$ cat src/rtl/fp_to_int_seq_pkg.sv
// Shared types and elaboration helpers for the float-to-integer decoder.
// Holds the state encoding, flag bit positions and width helpers.
package fp_to_int_seq_pkg;

  typedef enum logic [1:0] {
    IDLE   = 2'd0,
    ALIGN  = 2'd1,
    FINISH = 2'd2,
    DONE   = 2'd3
  } fp2i_state_t;

  localparam int FLG_INVALID  = 2;
  localparam int FLG_OVERFLOW = 1;
  localparam int FLG_INEXACT  = 0;

  function automatic int EXP_OFFSET(input int nx);
    return (1 << (nx - 1)) - 1;
  endfunction

  function automatic int MAX(input int a, input int b);
    return (a > b) ? a : b;
  endfunction

  function automatic int ABS(input int a);
    return (a < 0) ? -a : a;
  endfunction

  // Width that holds (e - NM) as a signed value over the full exponent range.
  function automatic int SC_WIDTH(input int nx, input int nm);
    return MAX(nx + 1, $clog2(nm + 1) + 1) + 1;
  endfunction

endpackage

$ cat src/rtl/fp_to_int_seq_classify.sv
// Combinational classifier: special-value detection, unbiased exponent,
// and the alignment shift count/direction for the normal path.
module fp_to_int_seq_classify
  import fp_to_int_seq_pkg::*;
#(
  parameter int NX  = 8,
  parameter int NM  = 23,
  parameter int SCW = SC_WIDTH(NX, NM)
) (
  input  logic [NX+NM:0]    fp_in,
  output logic              is_neg,
  output logic              mant_nz,
  output logic              is_nan,
  output logic              is_inf,
  output logic              is_zero,
  output logic signed [NX:0] e,
  output logic [SCW-1:0]    sc,
  output logic              dir_left
);

  typedef struct packed {
    logic          sign;
    logic [NX-1:0] exp;
    logic [NM-1:0] mant;
  } ieee754_t;

  localparam int            BIAS     = EXP_OFFSET(NX);
  localparam logic [NX:0]   BIAS_V   = BIAS[NX:0];
  localparam logic [NX-1:0] EXP_ONES = {NX{1'b1}};
  localparam logic [SCW-1:0] NM_V    = NM[SCW-1:0];
  localparam logic [SCW-1:0] SC_ONE  = {{(SCW-1){1'b0}}, 1'b1};

  ieee754_t       f;
  logic [SCW-1:0] d;

  assign f = fp_in;

  // Decode fields; d = e - NM as a two's-complement pattern in SCW bits.
  always_comb begin
    is_neg   = f.sign;
    mant_nz  = |f.mant;
    is_nan   = (f.exp == EXP_ONES) && mant_nz;
    is_inf   = (f.exp == EXP_ONES) && !mant_nz;
    is_zero  = (f.exp == {NX{1'b0}});
    e        = $signed({1'b0, f.exp} - BIAS_V);
    d        = {{(SCW-NX-1){e[NX]}}, e} - NM_V;
    if (d[SCW-1]) begin
      sc = ~d + SC_ONE;
    end else begin
      sc = d;
    end
    dir_left = !d[SCW-1] && (d != {SCW{1'b0}});
  end

endmodule

$ cat src/rtl/fp_to_int_seq.sv
// Sequential IEEE754 to signed-integer converter, round toward zero.
// Mantissa alignment runs one bit per cycle; results leave on valid/ready.
module fp_to_int_seq
  import fp_to_int_seq_pkg::*;
#(
  parameter int NX   = 8,
  parameter int NM   = 23,
  parameter int NOUT = 32
) (
  input  logic             CLK,
  input  logic             RST,
  input  logic             IN_VALID,
  output logic             IN_READY,
  input  logic [NX+NM:0]   IN_DATA,
  output logic             OUT_VALID,
  input  logic             OUT_READY,
  output logic [NOUT-1:0]  OUT_DATA,
  output logic [2:0]       OUT_FLAGS
);

  localparam int AW  = MAX(NOUT, NM + 1) + 1;
  localparam int SCW = SC_WIDTH(NX, NM);

  localparam logic [AW-1:0]   ACC_ONE = {{(AW-1){1'b0}}, 1'b1};
  localparam logic [AW-1:0]   MIN_MAG = ACC_ONE << (NOUT - 1);
  localparam logic [AW-1:0]   POS_MAX = MIN_MAG - ACC_ONE;
  localparam logic [SCW-1:0]  SC_ONE  = {{(SCW-1){1'b0}}, 1'b1};
  localparam logic [NOUT-1:0] OUT_ONE = {{(NOUT-1){1'b0}}, 1'b1};

  logic              cls_neg, cls_mant_nz, cls_nan, cls_inf, cls_zero, cls_left;
  logic signed [NX:0] cls_e;
  logic [SCW-1:0]    cls_sc;
  int                e_i;
  logic              accept;

  fp2i_state_t     state_q, state_d;
  logic [AW-1:0]   acc_q, acc_d;
  logic [SCW-1:0]  sc_q, sc_d;
  logic            dir_q, dir_d;
  logic            neg_q, neg_d;
  logic            sticky_q, sticky_d;
  logic [2:0]      flg_q, flg_d;
  logic            in_ready_q, in_ready_d;
  logic            out_valid_q, out_valid_d;
  logic [NOUT-1:0] out_data_q, out_data_d;
  logic [2:0]      out_flags_q, out_flags_d;
  logic [NOUT-1:0] mag;

  fp_to_int_seq_classify #(
    .NX  (NX),
    .NM  (NM),
    .SCW (SCW)
  ) u_classify (
    .fp_in    (IN_DATA),
    .is_neg   (cls_neg),
    .mant_nz  (cls_mant_nz),
    .is_nan   (cls_nan),
    .is_inf   (cls_inf),
    .is_zero  (cls_zero),
    .e        (cls_e),
    .sc       (cls_sc),
    .dir_left (cls_left)
  );

  assign e_i       = int'(cls_e);
  assign accept    = IN_VALID && in_ready_q;
  assign mag       = acc_q[NOUT-1:0];
  assign IN_READY  = in_ready_q;
  assign OUT_VALID = out_valid_q;
  assign OUT_DATA  = out_data_q;
  assign OUT_FLAGS = out_flags_q;

  // Next-state logic; specials preload acc/neg so FINISH applies one formula.
  always_comb begin
    state_d     = state_q;
    acc_d       = acc_q;
    sc_d        = sc_q;
    dir_d       = dir_q;
    neg_d       = neg_q;
    sticky_d    = sticky_q;
    flg_d       = flg_q;
    out_data_d  = out_data_q;
    out_flags_d = out_flags_q;
    case (state_q)
      IDLE: begin
        if (accept) begin
          flg_d    = 3'b000;
          sticky_d = 1'b0;
          neg_d    = cls_neg;
          sc_d     = {SCW{1'b0}};
          dir_d    = 1'b0;
          acc_d    = {AW{1'b0}};
          state_d  = FINISH;
          if (cls_nan) begin
            acc_d              = POS_MAX;
            neg_d              = 1'b0;
            flg_d[FLG_INVALID] = 1'b1;
          end else if (cls_inf) begin
            acc_d               = cls_neg ? MIN_MAG : POS_MAX;
            flg_d[FLG_OVERFLOW] = 1'b1;
          end else if (cls_zero) begin
            flg_d[FLG_INEXACT] = cls_mant_nz;
          end else if (e_i < 0) begin
            flg_d[FLG_INEXACT] = 1'b1;
          end else if (e_i >= NOUT - 1) begin
            if (cls_neg && (e_i == NOUT - 1) && !cls_mant_nz) begin
              acc_d = MIN_MAG;
            end else begin
              acc_d               = cls_neg ? MIN_MAG : POS_MAX;
              flg_d[FLG_OVERFLOW] = 1'b1;
            end
          end else begin
            acc_d = {{(AW-NM-1){1'b0}}, 1'b1, IN_DATA[NM-1:0]};
            sc_d  = cls_sc;
            dir_d = cls_left;
            if (cls_sc != {SCW{1'b0}}) begin
              state_d = ALIGN;
            end else begin
              state_d = FINISH;
            end
          end
        end else begin
          state_d = IDLE;
        end
      end
      ALIGN: begin
        if (dir_q) begin
          acc_d = {acc_q[AW-2:0], 1'b0};
        end else begin
          acc_d    = {1'b0, acc_q[AW-1:1]};
          sticky_d = sticky_q | acc_q[0];
        end
        sc_d = sc_q - SC_ONE;
        if (sc_q == SC_ONE) begin
          state_d = FINISH;
        end else begin
          state_d = ALIGN;
        end
      end
      FINISH: begin
        out_data_d  = neg_q ? (~mag + OUT_ONE) : mag;
        out_flags_d = flg_q | {2'b00, sticky_q};
        state_d     = DONE;
      end
      DONE: begin
        if (out_valid_q && OUT_READY) begin
          state_d = IDLE;
        end else begin
          state_d = DONE;
        end
      end
      default: begin
        state_d = IDLE;
      end
    endcase
    in_ready_d  = (state_d == IDLE);
    out_valid_d = (state_q == DONE) && !(out_valid_q && OUT_READY);
  end

  // State and output registers with synchronous reset.
  always_ff @(posedge CLK) begin
    if (RST) begin
      state_q     <= IDLE;
      acc_q       <= {AW{1'b0}};
      sc_q        <= {SCW{1'b0}};
      dir_q       <= 1'b0;
      neg_q       <= 1'b0;
      sticky_q    <= 1'b0;
      flg_q       <= 3'b000;
      in_ready_q  <= 1'b1;
      out_valid_q <= 1'b0;
      out_data_q  <= {NOUT{1'b0}};
      out_flags_q <= 3'b000;
    end else begin
      state_q     <= state_d;
      acc_q       <= acc_d;
      sc_q        <= sc_d;
      dir_q       <= dir_d;
      neg_q       <= neg_d;
      sticky_q    <= sticky_d;
      flg_q       <= flg_d;
      in_ready_q  <= in_ready_d;
      out_valid_q <= out_valid_d;
      out_data_q  <= out_data_d;
      out_flags_q <= out_flags_d;
    end
  end

endmodule

$ cat config.mk
export PLATFORM = sky130hd
export DESIGN_NAME = fp_to_int_seq
export DESIGN_NICKNAME = d
export VERILOG_FILES = /design/src/rtl/fp_to_int_seq_pkg.sv /design/src/rtl/fp_to_int_seq_classify.sv /design/src/rtl/fp_to_int_seq.sv
export SDC_FILE = /design/constraint.sdc
export NUM_CORES = 1
export LEC_CHECK = 0
export ABC_AREA = 0
export BUFFER_PORTS_ARGS = -buffer_cell sky130_fd_sc_hd__buf_2
export CELL_PAD_IN_SITES_DETAIL_PLACEMENT = 0
export CELL_PAD_IN_SITES_GLOBAL_PLACEMENT = 1
export CORE_MARGIN = 3
export CORE_UTILIZATION = 39
export DETAILED_ROUTE_END_ITERATION = 12
export PLACE_DENSITY_LB_ADDON = 0.1
export SYNTH_ARGS = -nofsm -noshare
export SYNTH_HDL_FRONTEND = slang
export SYNTH_SLANG_ARGS = --single-unit
$ cat constraint.sdc
create_clock -name CLK -period 3.28 [get_ports CLK]
set_input_delay 0.656 -clock CLK [delete_from_list [all_inputs] [get_ports CLK]]
set_output_delay 0.656 -clock CLK [all_outputs]
set_load 0.005 [all_outputs]
Word level (Yosys, flattened, before mapping)
Cells that the tools add are included.

Equal/unequal tests: 8. Mux-type cells: 48. Order comparisons: 2. Reduce and logical (&&, ||, !) cells: 21. Bitwise logic cells: 4. Add/subtract/negate cells: 5.

Operators with widths (number): 33-bit 2-to-1 mux (7); 32-bit 2-to-1 mux (3); 10-bit 2-to-1 mux (7); 33-bit case mux with 2 select lines (1); 32-bit by 1-bit adder with 32-bit output, second input constant (1); 32-bit inverter (1); 23-bit OR reduction (1); 2-bit 2-to-1 mux (10); 10-bit case mux with 2 select lines (1); 10-bit nonzero test (2); 1-bit 2-to-1 mux (17); 10-bit by 1-bit adder with 10-bit output, second input constant (1); 10-bit by 1-bit equality test with 1-bit output, second input constant (1); 10-bit inverter (1); 10-bit by 1-bit subtractor with 10-bit output, second input constant (1); 9-bit by 6-bit subtractor with 10-bit output, second input constant (1); 9-bit by 6-bit equality test with 1-bit output, second input constant (1); 9-bit by 6-bit greater-or-equal comparator with 1-bit output, second input constant (1); 9-bit by 1-bit < comparator with 1-bit output, second input constant (1); 8-bit by 7-bit subtractor with 9-bit output, second input constant (1); 8-bit equality test, second input constant (1); 1-bit logical AND (8); 8-bit zero test (1); 2-bit case mux with 4 select lines (1); 11 further kinds (17).

Flip-flop bits (word level): 88. Output and inout bits: 37.

Logic depth before layout (Yosys ltp)
Gate-level depths: netlist of the first run.

Depth after elaboration: 15. Gate-level depth with buffers: 13. Gate-level depth less buffers: 10.

Hierarchy
A second synthesis of the first run with hierarchy kept.

Cells, all modules: 752. Area total of the unflattened synthesis: 5878.1 um^2.

Modules (own cells, without submodules): fp_to_int_seq (cells an instance 627, area an instance 4956.0 um^2, instances 1); fp_to_int_seq_classify (cells an instance 125, area an instance 922.1 um^2, instances 1).

Worst setup path after synthesis of the first run
Ideal clock, no wire load.

Kind: in2reg. From: input IN_DATA[24]. To: register state_q[0]. Data arrival time: 2.982 ns. Setup time: 0.125 ns. Stages: 11. Required time: 3.155 ns. Buffers on the path: 1. Setup slack: 0.173 ns. Cell sequence: buf_2 > inv_1 > ha_1 > nor2b_1 > a22oi_1 > xnor2_1 > o2111a_1 > nand3_1 > a2bb2oi_1 > o22a_1 > o41a_1.

Longest elaborated chain between the ends: 14. Elaborated cells between the ends (all ways): 20. Classes of those cells: 3 x add/sub; 2 x order compare; 1 x eq/ne; 9 x mux; 1 x bitwise; 4 x reduce/logical.

RTL lines: start: declaration (RTL line fp_to_int_seq.sv:14) `input logic [NX+NM:0] IN_DATA,`; 8-bit by 7-bit subtractor with 9-bit output (RTL line fp_to_int_seq_classify.sv:45) `e = $signed({1'b0, f.exp} - BIAS_V);`; 9-bit by 6-bit subtractor with 10-bit output (RTL line fp_to_int_seq_classify.sv:46) `d = {{(SCW-NX-1){e[NX]}}, e} - NM_V;`; 10-bit inverter (RTL line fp_to_int_seq_classify.sv:48) `sc = ~d + SC_ONE;`; 10-bit by 1-bit adder with 10-bit output (RTL line fp_to_int_seq_classify.sv:48); 10-bit 2-to-1 mux (RTL line fp_to_int_seq_classify.sv:47) `if (d[SCW-1]) begin`; 10-bit nonzero test (RTL line fp_to_int_seq.sv:116) `if (cls_sc != {SCW{1'b0}}) begin`; 2-bit 2-to-1 mux (RTL line fp_to_int_seq.sv:116); 2-bit 2-to-1 mux (RTL line fp_to_int_seq.sv:105) `end else if (e_i >= NOUT - 1) begin`; 2-bit 2-to-1 mux (RTL line fp_to_int_seq.sv:103) `end else if (e_i < 0) begin`; 2-bit 2-to-1 mux (RTL line fp_to_int_seq.sv:101) `end else if (cls_zero) begin`; 2-bit 2-to-1 mux (RTL line fp_to_int_seq.sv:98) `end else if (cls_inf) begin`; 2-bit 2-to-1 mux (*) (RTL line fp_to_int_seq.sv:94) `if (cls_nan) begin`; 2-bit 2-to-1 mux (*) (RTL line fp_to_int_seq.sv:86) `if (accept) begin`; 2-bit case mux with 4 select lines (*) (RTL line fp_to_int_seq.sv:84) `case (state_q)`; end signal: assignment (RTL line fp_to_int_seq.sv:175) `state_q <= state_d;`; end: declaration (RTL line fp_to_int_seq.sv:36) `fp2i_state_t state_q, state_d;`.

Mark *: on every way between the ends. The rest lies on a longest branch, timed or not. A chain may end at the register's enable or synchronous reset.

Final worst setup path of the first run
From: register acc_q[6]. To: register out_data_q[28], in the netlist OUT_DATA[28].

Longest elaborated chain between the ends: 3.

RTL lines: start: declaration (RTL line fp_to_int_seq.sv:37) `logic [AW-1:0] acc_q, acc_d;`; start signal: assignment (RTL line fp_to_int_seq.sv:164) `acc_q <= {AW{1'b0}};`; 32-bit inverter (RTL line fp_to_int_seq.sv:141) `out_data_d = neg_q ? (~mag + OUT_ONE) : mag;`; 32-bit by 1-bit adder with 32-bit output (RTL line fp_to_int_seq.sv:141); 32-bit 2-to-1 mux (RTL line fp_to_int_seq.sv:141); end signal: assignment (RTL line fp_to_int_seq.sv:172) `out_data_q <= {NOUT{1'b0}};`; end signal: assignment (RTL line fp_to_int_seq.sv:184) `out_data_q <= out_data_d;`; end: declaration (RTL line fp_to_int_seq.sv:45) `logic [NOUT-1:0] out_data_q, out_data_d;`.

Every way passes these cells.

==> out/qor.yml, run 1 <==
max_freq_ghz: 0.337
hp-class: "reg2reg"
syn_to_final_growth_pct: 17.1
r2r-end: "OUT_DATA[28]"
hold_buffers: 0
setup.worst_path.class: "reg2reg"
wl_per_cell_um: 17.0
critPathCaptureType: "flip-flop"
holdWs_ns: 0.452
layout_commonest_cell: "dfxtp_1"
grt_usage_pct: 20.3
ff2ff_setup_slack_ns: 0.31
numCtsBuffers: 9
synth-seq-cells: 88
synth_cells: 730
worstPathCellList: "nor4_1 -> nand4_1 -> nand2b_1 -> or4_1 -> or4_4 -> o31ai_4 -> xor2_1 -> a211oi_1"
finalCriticalPeriod_ns: 2.97
die_w_um: 127
clkSlewWorstSetupHoldPaths_ns: 0.07
grt_max_degree: 63
worstMarginPinSlew_ns: 1.00
rsz0062_at_grt: "no"
final_max_slew_viol_count: 0
h-tree-depth: 3
layout_common_cells: "dfxtp_1 (88), nor2_1 (81), buf_2 (72), o21ai_0 (71), a211oi_1 (62)"
p_per_area_nw_per_um2: 649
grt_pass1_vias: 5179
r2r_cells: 8
cts.root.buffer_cell: "clkbuf_16"
synth-main-ff-cell: "dfxtp_1"
core.rowCount: 43
layout-drive-gt1-share_pct: 21.0
gp_congestion: 0.928
core_area_um2: 14000
synth_nets: 772
worstPathMaxFanout: 5
yosysSeqAreaShare_pct: 31.1
vias_per_cell: 5.73
fin_crit_sh_pct: 90.4
dr.pass1.iters: 5
setup_viol: 0
drc_errors: 0
holdPathStages: 2
die_area_um2: 16000
cts_resized: 0
ir_drop_uv: 377
port_buffers: 72
synth_largest_area_cell: "dfxtp_1"
grt_overflow_total: 0
num_antenna_cells: 0
critPathSlowestCell: "nor4_1"
cts_setup_buffers: 0
drt_wl_total_mm: 16.5
drt_iter0_drc: 328
syn_area_per_cell_um2: 7.77
synthArstFlopShare_pct: 0
final_core_util_pct: 47.3
die_h_um: 127
maxCapViolations: 0
required_ns: 3.48
synthesis.area_um2: 5670
start_util_pct: 40.4
vias: 5591
whs_endpoint: "OUT_FLAGS[2]"
synth_cell_types: 68
ios: 73
clock_sinks: 88
worstSkewPairLatency_ns: 0.35
cts_buffer_depth: 2
slowest_delay_ns: 0.52
finalHoldViolations: 0
nNetsFinal: 832
max_slew_margin_pct: 33.1
antenna_found_initial: 0
skew_ns: 0.00428
p_leak_nw: 2.52
outcome: "complete, no violations"
rr_startpoint: "acc_q[6]"
holdCritStartpoint: "OUT_FLAGS[2]"
nFillCells: 1434
dp_hpwl_mm: 12.0
cp-start-kind: "flip-flop"
grt_pass1_wl_mm: 26.7
ys_top_cells_by_area: "dfxtp_1 (31%), a211oi_1 (8.2%), o21ai_0 (6.3%)"
ys_warn_count: 0
antenna_left: 0
netlist.area_leader.share_pct: 31.1
cts_tree: "yes"
totalPowerFinal_mw: 4.31
synth_edf_count: 0
cp.arrival_ns: 3.17
[critical path: cells and delay by family (launching register included)]
kind	cells	cell delay (ns)
and+or+nand+nor	5	2.07
DFF	1	0.31
AOI/OAI and AO/OA	2	0.27
xor gates and xnor gates	1	0.16
[Yosys cell counts, drive strengths merged (3+ instances only)]
library cell and n:
a2111oi 3, a211oi 62, a21boi 3, a21o 6, a21oi 44, a221oi 6, a31oi 5, and2 4
and3 9, buf 19, clkbuf 50, dfxtp 88, ha 6, inv 16, mux2 17, mux2i 10
nand2 47, nand2b 4, nand3 18, nand4 9, nor2 81, nor2b 6, nor3 25, nor4 12
nor4bb 3, o21ai 73, o22ai 4, o31ai 13, o41ai 7, or3 5, or4 7, xnor2 12
xor2 25
[power breakdown]
part	switching, mW	internal, mW
Sequential	0.269	1.31
Combinational	0.950	0.695
Clock	0.463	0.622
Total	1.68	2.63
[state kept, by name, indices dropped and copies added (netlist names)]
register and cells:
flg_q 3, neg_q 1, state_q 2, OUT_VALID 1
OUT_DATA 32, dir_q 1, sticky_q 1, sc_q 10
acc_q 33, IN_READY 1, OUT_FLAGS 3
[worst max-delay path by stage]
stage	cells after the start	slack, ns	end	from
finish	8	0.31	OUT_DATA[28]	acc_q[6]
global route	13	0.03	state_q[1]	IN_DATA[23]
CTS	8	0.25	OUT_DATA[28]	acc_q[6]
detailed placement	11	-0.03	state_q[0]	IN_DATA[24]
global placement	11	0.03	state_q[1]	IN_DATA[23]
floorplan	11	0.17	state_q[0]	IN_DATA[24]
[metal layers]
| metal | global-route usage [%] | vias to the layer above | part of all wire (%) |
|---|---|---|---|
| met5 | 0 | - | 0 |
| met4 | 6.56 | 0 | 2.1 |
| met3 | 3.62 | 23 | 3.8 |
| met2 | 34.1 | 121 | 48 |
| met1 | 26.5 | 2623 | 46 |
| li1 | - | 2824 | - |
[logic make-up after synthesis]
group | synth area share (%)
AO/OA/AOI/OAI | 29.2
XOR/XNOR | 5.71
adder cells (fa/ha/maj) | 1.32
buffers and inverters | 6.44
flip-flops | 31.1
multiplexers | 5.14
AND/OR/NAND/NOR | 21.1
[area by class of cell]
class | instances | area, um2 | area share [%]
multi-input cells | 557 | 3550 | 53.5
flip-flops and latches | 88 | 1760 | 26.5
repair buffers | 118 | 731 | 11.0
clock buffers | 10 | 239 | 3.60
well taps | 180 | 225 | 3.39
clock inverters | 6 | 73.8 | 1.11
inverters | 16 | 60.1 | 0.904
[stage by stage]
stage	setup TNS (ns)	instances	setup WS [ns]	cell area [um2]
6_report	0	975	0.314	6640
5_1_grt	0	975	0.0341	6640
2_1_floorplan	0	730	0.173	5670
3_3_place_gp	0	959	0.0277	6330
3_5_place_dp	-0.0613	959	-0.0294	6330
4_1_cts	0	975	0.253	6640
(Power assumes the default switching activity.)
==> run 2, diff against run 1 <==
Settings changed: REMOVE_ABC_BUFFERS from default to 1.
==> out/qor.yml, run 2 (same netlist as run 1, synthesis figures left out) <==
start_util_pct: 40.4  # unchanged
nNetsFinal: 839  # was 832
clkSlewWorstSetupHoldPaths_ns: 0.06  # was 0.07 ns
cp-start-kind: "input pin"  # was flip-flop
cts_resized: 0  # unchanged
worstSkewPairLatency_ns: 0.35  # about the same
ios: 73  # unchanged
wl_per_cell_um: 17.1  # was 17.0 um
cp.arrival_ns: 3.22  # was 3.17 ns
drt_iter0_drc: 422  # was 328
maxCapViolations: 0  # unchanged
core.rowCount: 43  # unchanged
die_h_um: 127  # unchanged
outcome: "complete, no violations"  # unchanged
final_max_slew_viol_count: 0  # unchanged
vias_per_cell: 5.71  # was 5.73
max_freq_ghz: 0.340  # was 0.337 GHz
die_area_um2: 16000  # unchanged
max_slew_margin_pct: 48.1  # was 33.1%
die_w_um: 127  # unchanged
final_cell_count_no_fill: 982  # was 975
cts_buffer_depth: 2  # unchanged
tns_ns: 0  # unchanged
layout_commonest_cell: "dfxtp_1"  # unchanged
gp_congestion: 0.854  # was 0.928
core_area_um2: 14000  # unchanged
setup_viol: 0  # unchanged
layout_common_cells: "dfxtp_1 (88), nor2_1 (81), buf_2 (72), o21ai_0 (71), a211oi_1 (62)"  # unchanged
numCtsBuffers: 9  # unchanged
largest_reg_flops: 33  # unchanged
final_cell_area_um2: 6700  # was 6640 um2
critPathCaptureType: "flip-flop"  # unchanged
syn_to_final_growth_pct: 18.2  # was 17.1%
cts_setup_buffers: 0  # unchanged
regMostFlops: "acc_q"  # unchanged
cts.root.buffer_cell: "clkbuf_16"  # unchanged
drc_errors: 0  # unchanged
fin_crit_sh_pct: 89.8  # was 90.4%
finalCriticalPeriod_ns: 2.94  # was 2.97 ns
port_buffers: 72  # unchanged
num_antenna_cells: 0  # unchanged
p_leak_nw: 2.55  # was 2.52 nW
worstPathMaxFanout: 7  # was 5
clock_sinks: 88  # unchanged
totalPowerFinal_mw: 4.37  # was 4.31 mW
vias: 5607  # was 5,591
grt_usage_pct: 21.1  # was 20.3%
worstMarginPinSlew_ns: 0.778  # was 1.00 ns
skew_ns: 0.0120  # was 0.00428 ns
dr.pass1.iters: 6  # was 5
h-tree-depth: 3  # unchanged
hp-class: "reg2reg"  # unchanged
nFillCells: 1401  # was 1,434
layout-drive-gt1-share_pct: 21.4  # was 21.0%
worst_slack_ns: 0.335  # was 0.314 ns
grt_pass1_wl_mm: 27.6  # was 26.7 mm
required_ns: 3.56  # was 3.48 ns
hold_buffers: 0  # unchanged
place_area_um2: 6380  # was 6330 um2
post-place-ws_ns: -0.0246  # was -0.0294 ns
p_per_area_nw_per_um2: 652  # was 649 nW/um2
dp_cells: 966  # was 959
antenna_left: 0  # unchanged
drt_wl_total_mm: 16.8  # was 16.5 mm
rsz0062_at_grt: "no"  # unchanged
grt_pass1_vias: 5301  # was 5,179
dp_hpwl_mm: 12.2  # was 12.0 mm
antenna_found_initial: 0  # unchanged
setup.worst_path.class: "in2reg"  # was reg2reg
grt_max_degree: 47  # was 63
finalHoldViolations: 0  # unchanged
cts_tree: "yes"  # unchanged
ir_drop_uv: 344  # was 377 uV
grt_overflow_total: 0  # unchanged
## run 2: area by class of cell
cell class / count / area [um2] / area share [%]
inverters: 16 / 60.1 / 0.896
repair buffers: 125 / 783 / 11.7
multi-input cells: 557 / 3550 / 53.0
flip-flops and latches: 88 / 1760 / 26.3
well taps: 180 / 225 / 3.36
clock buffers: 12 / 246 / 3.68
clock inverters: 4 / 76.3 / 1.14
## run 2: routing by layer
metal  part of all wire [%]  up-vias  track usage [%]
met5                      0        -                0
met3                    3.3       15             3.54
li1                       -     2831                -
met1                     49     2670             29.2
met4                    1.2        0             5.17
met2                     47       91             34.3
## run 2: report_power, final
group	switching (mW)	total, mW	internal, mW	leakage, nW
Combinational	0.935	1.64	0.701	1.68
Clock	0.450	1.14	0.692	0.153
Sequential	0.282	1.60	1.31	0.722
## run 2: worst max-delay path, stage by stage
cell and delay (ns):
buf_2 0.14, inv_1 0.05, ha_1 0.34, and4bb_2 0.25, nor4_2 0.05, buf_4 0.14, a21o_1 0.25, a21oi_1 0.40
buf_4 0.18, o211a_1 0.12, o21ai_0 0.10, or4_1 0.40, o21ai_0 0.14
## run 2: worst paths after layout
check,to,slack [ns],start,depth (start not counted)
max,state_q[1],0.34,IN_DATA[24],13
min,OUT_DATA[31],0.45,OUT_DATA[31],2
max reg2reg,OUT_DATA[28],0.52,acc_q[11],8
min reg2reg,OUT_DATA[31],0.45,OUT_DATA[31],2
## run 2: through the flow
step                utilization, %  hold slack [ns]
finish                        47.7            0.446
global route                  47.7            0.479
CTS                           47.7            0.451
detailed placement            45.4            0.443
global placement              45.4            0.437
floorplan                        -            0.426
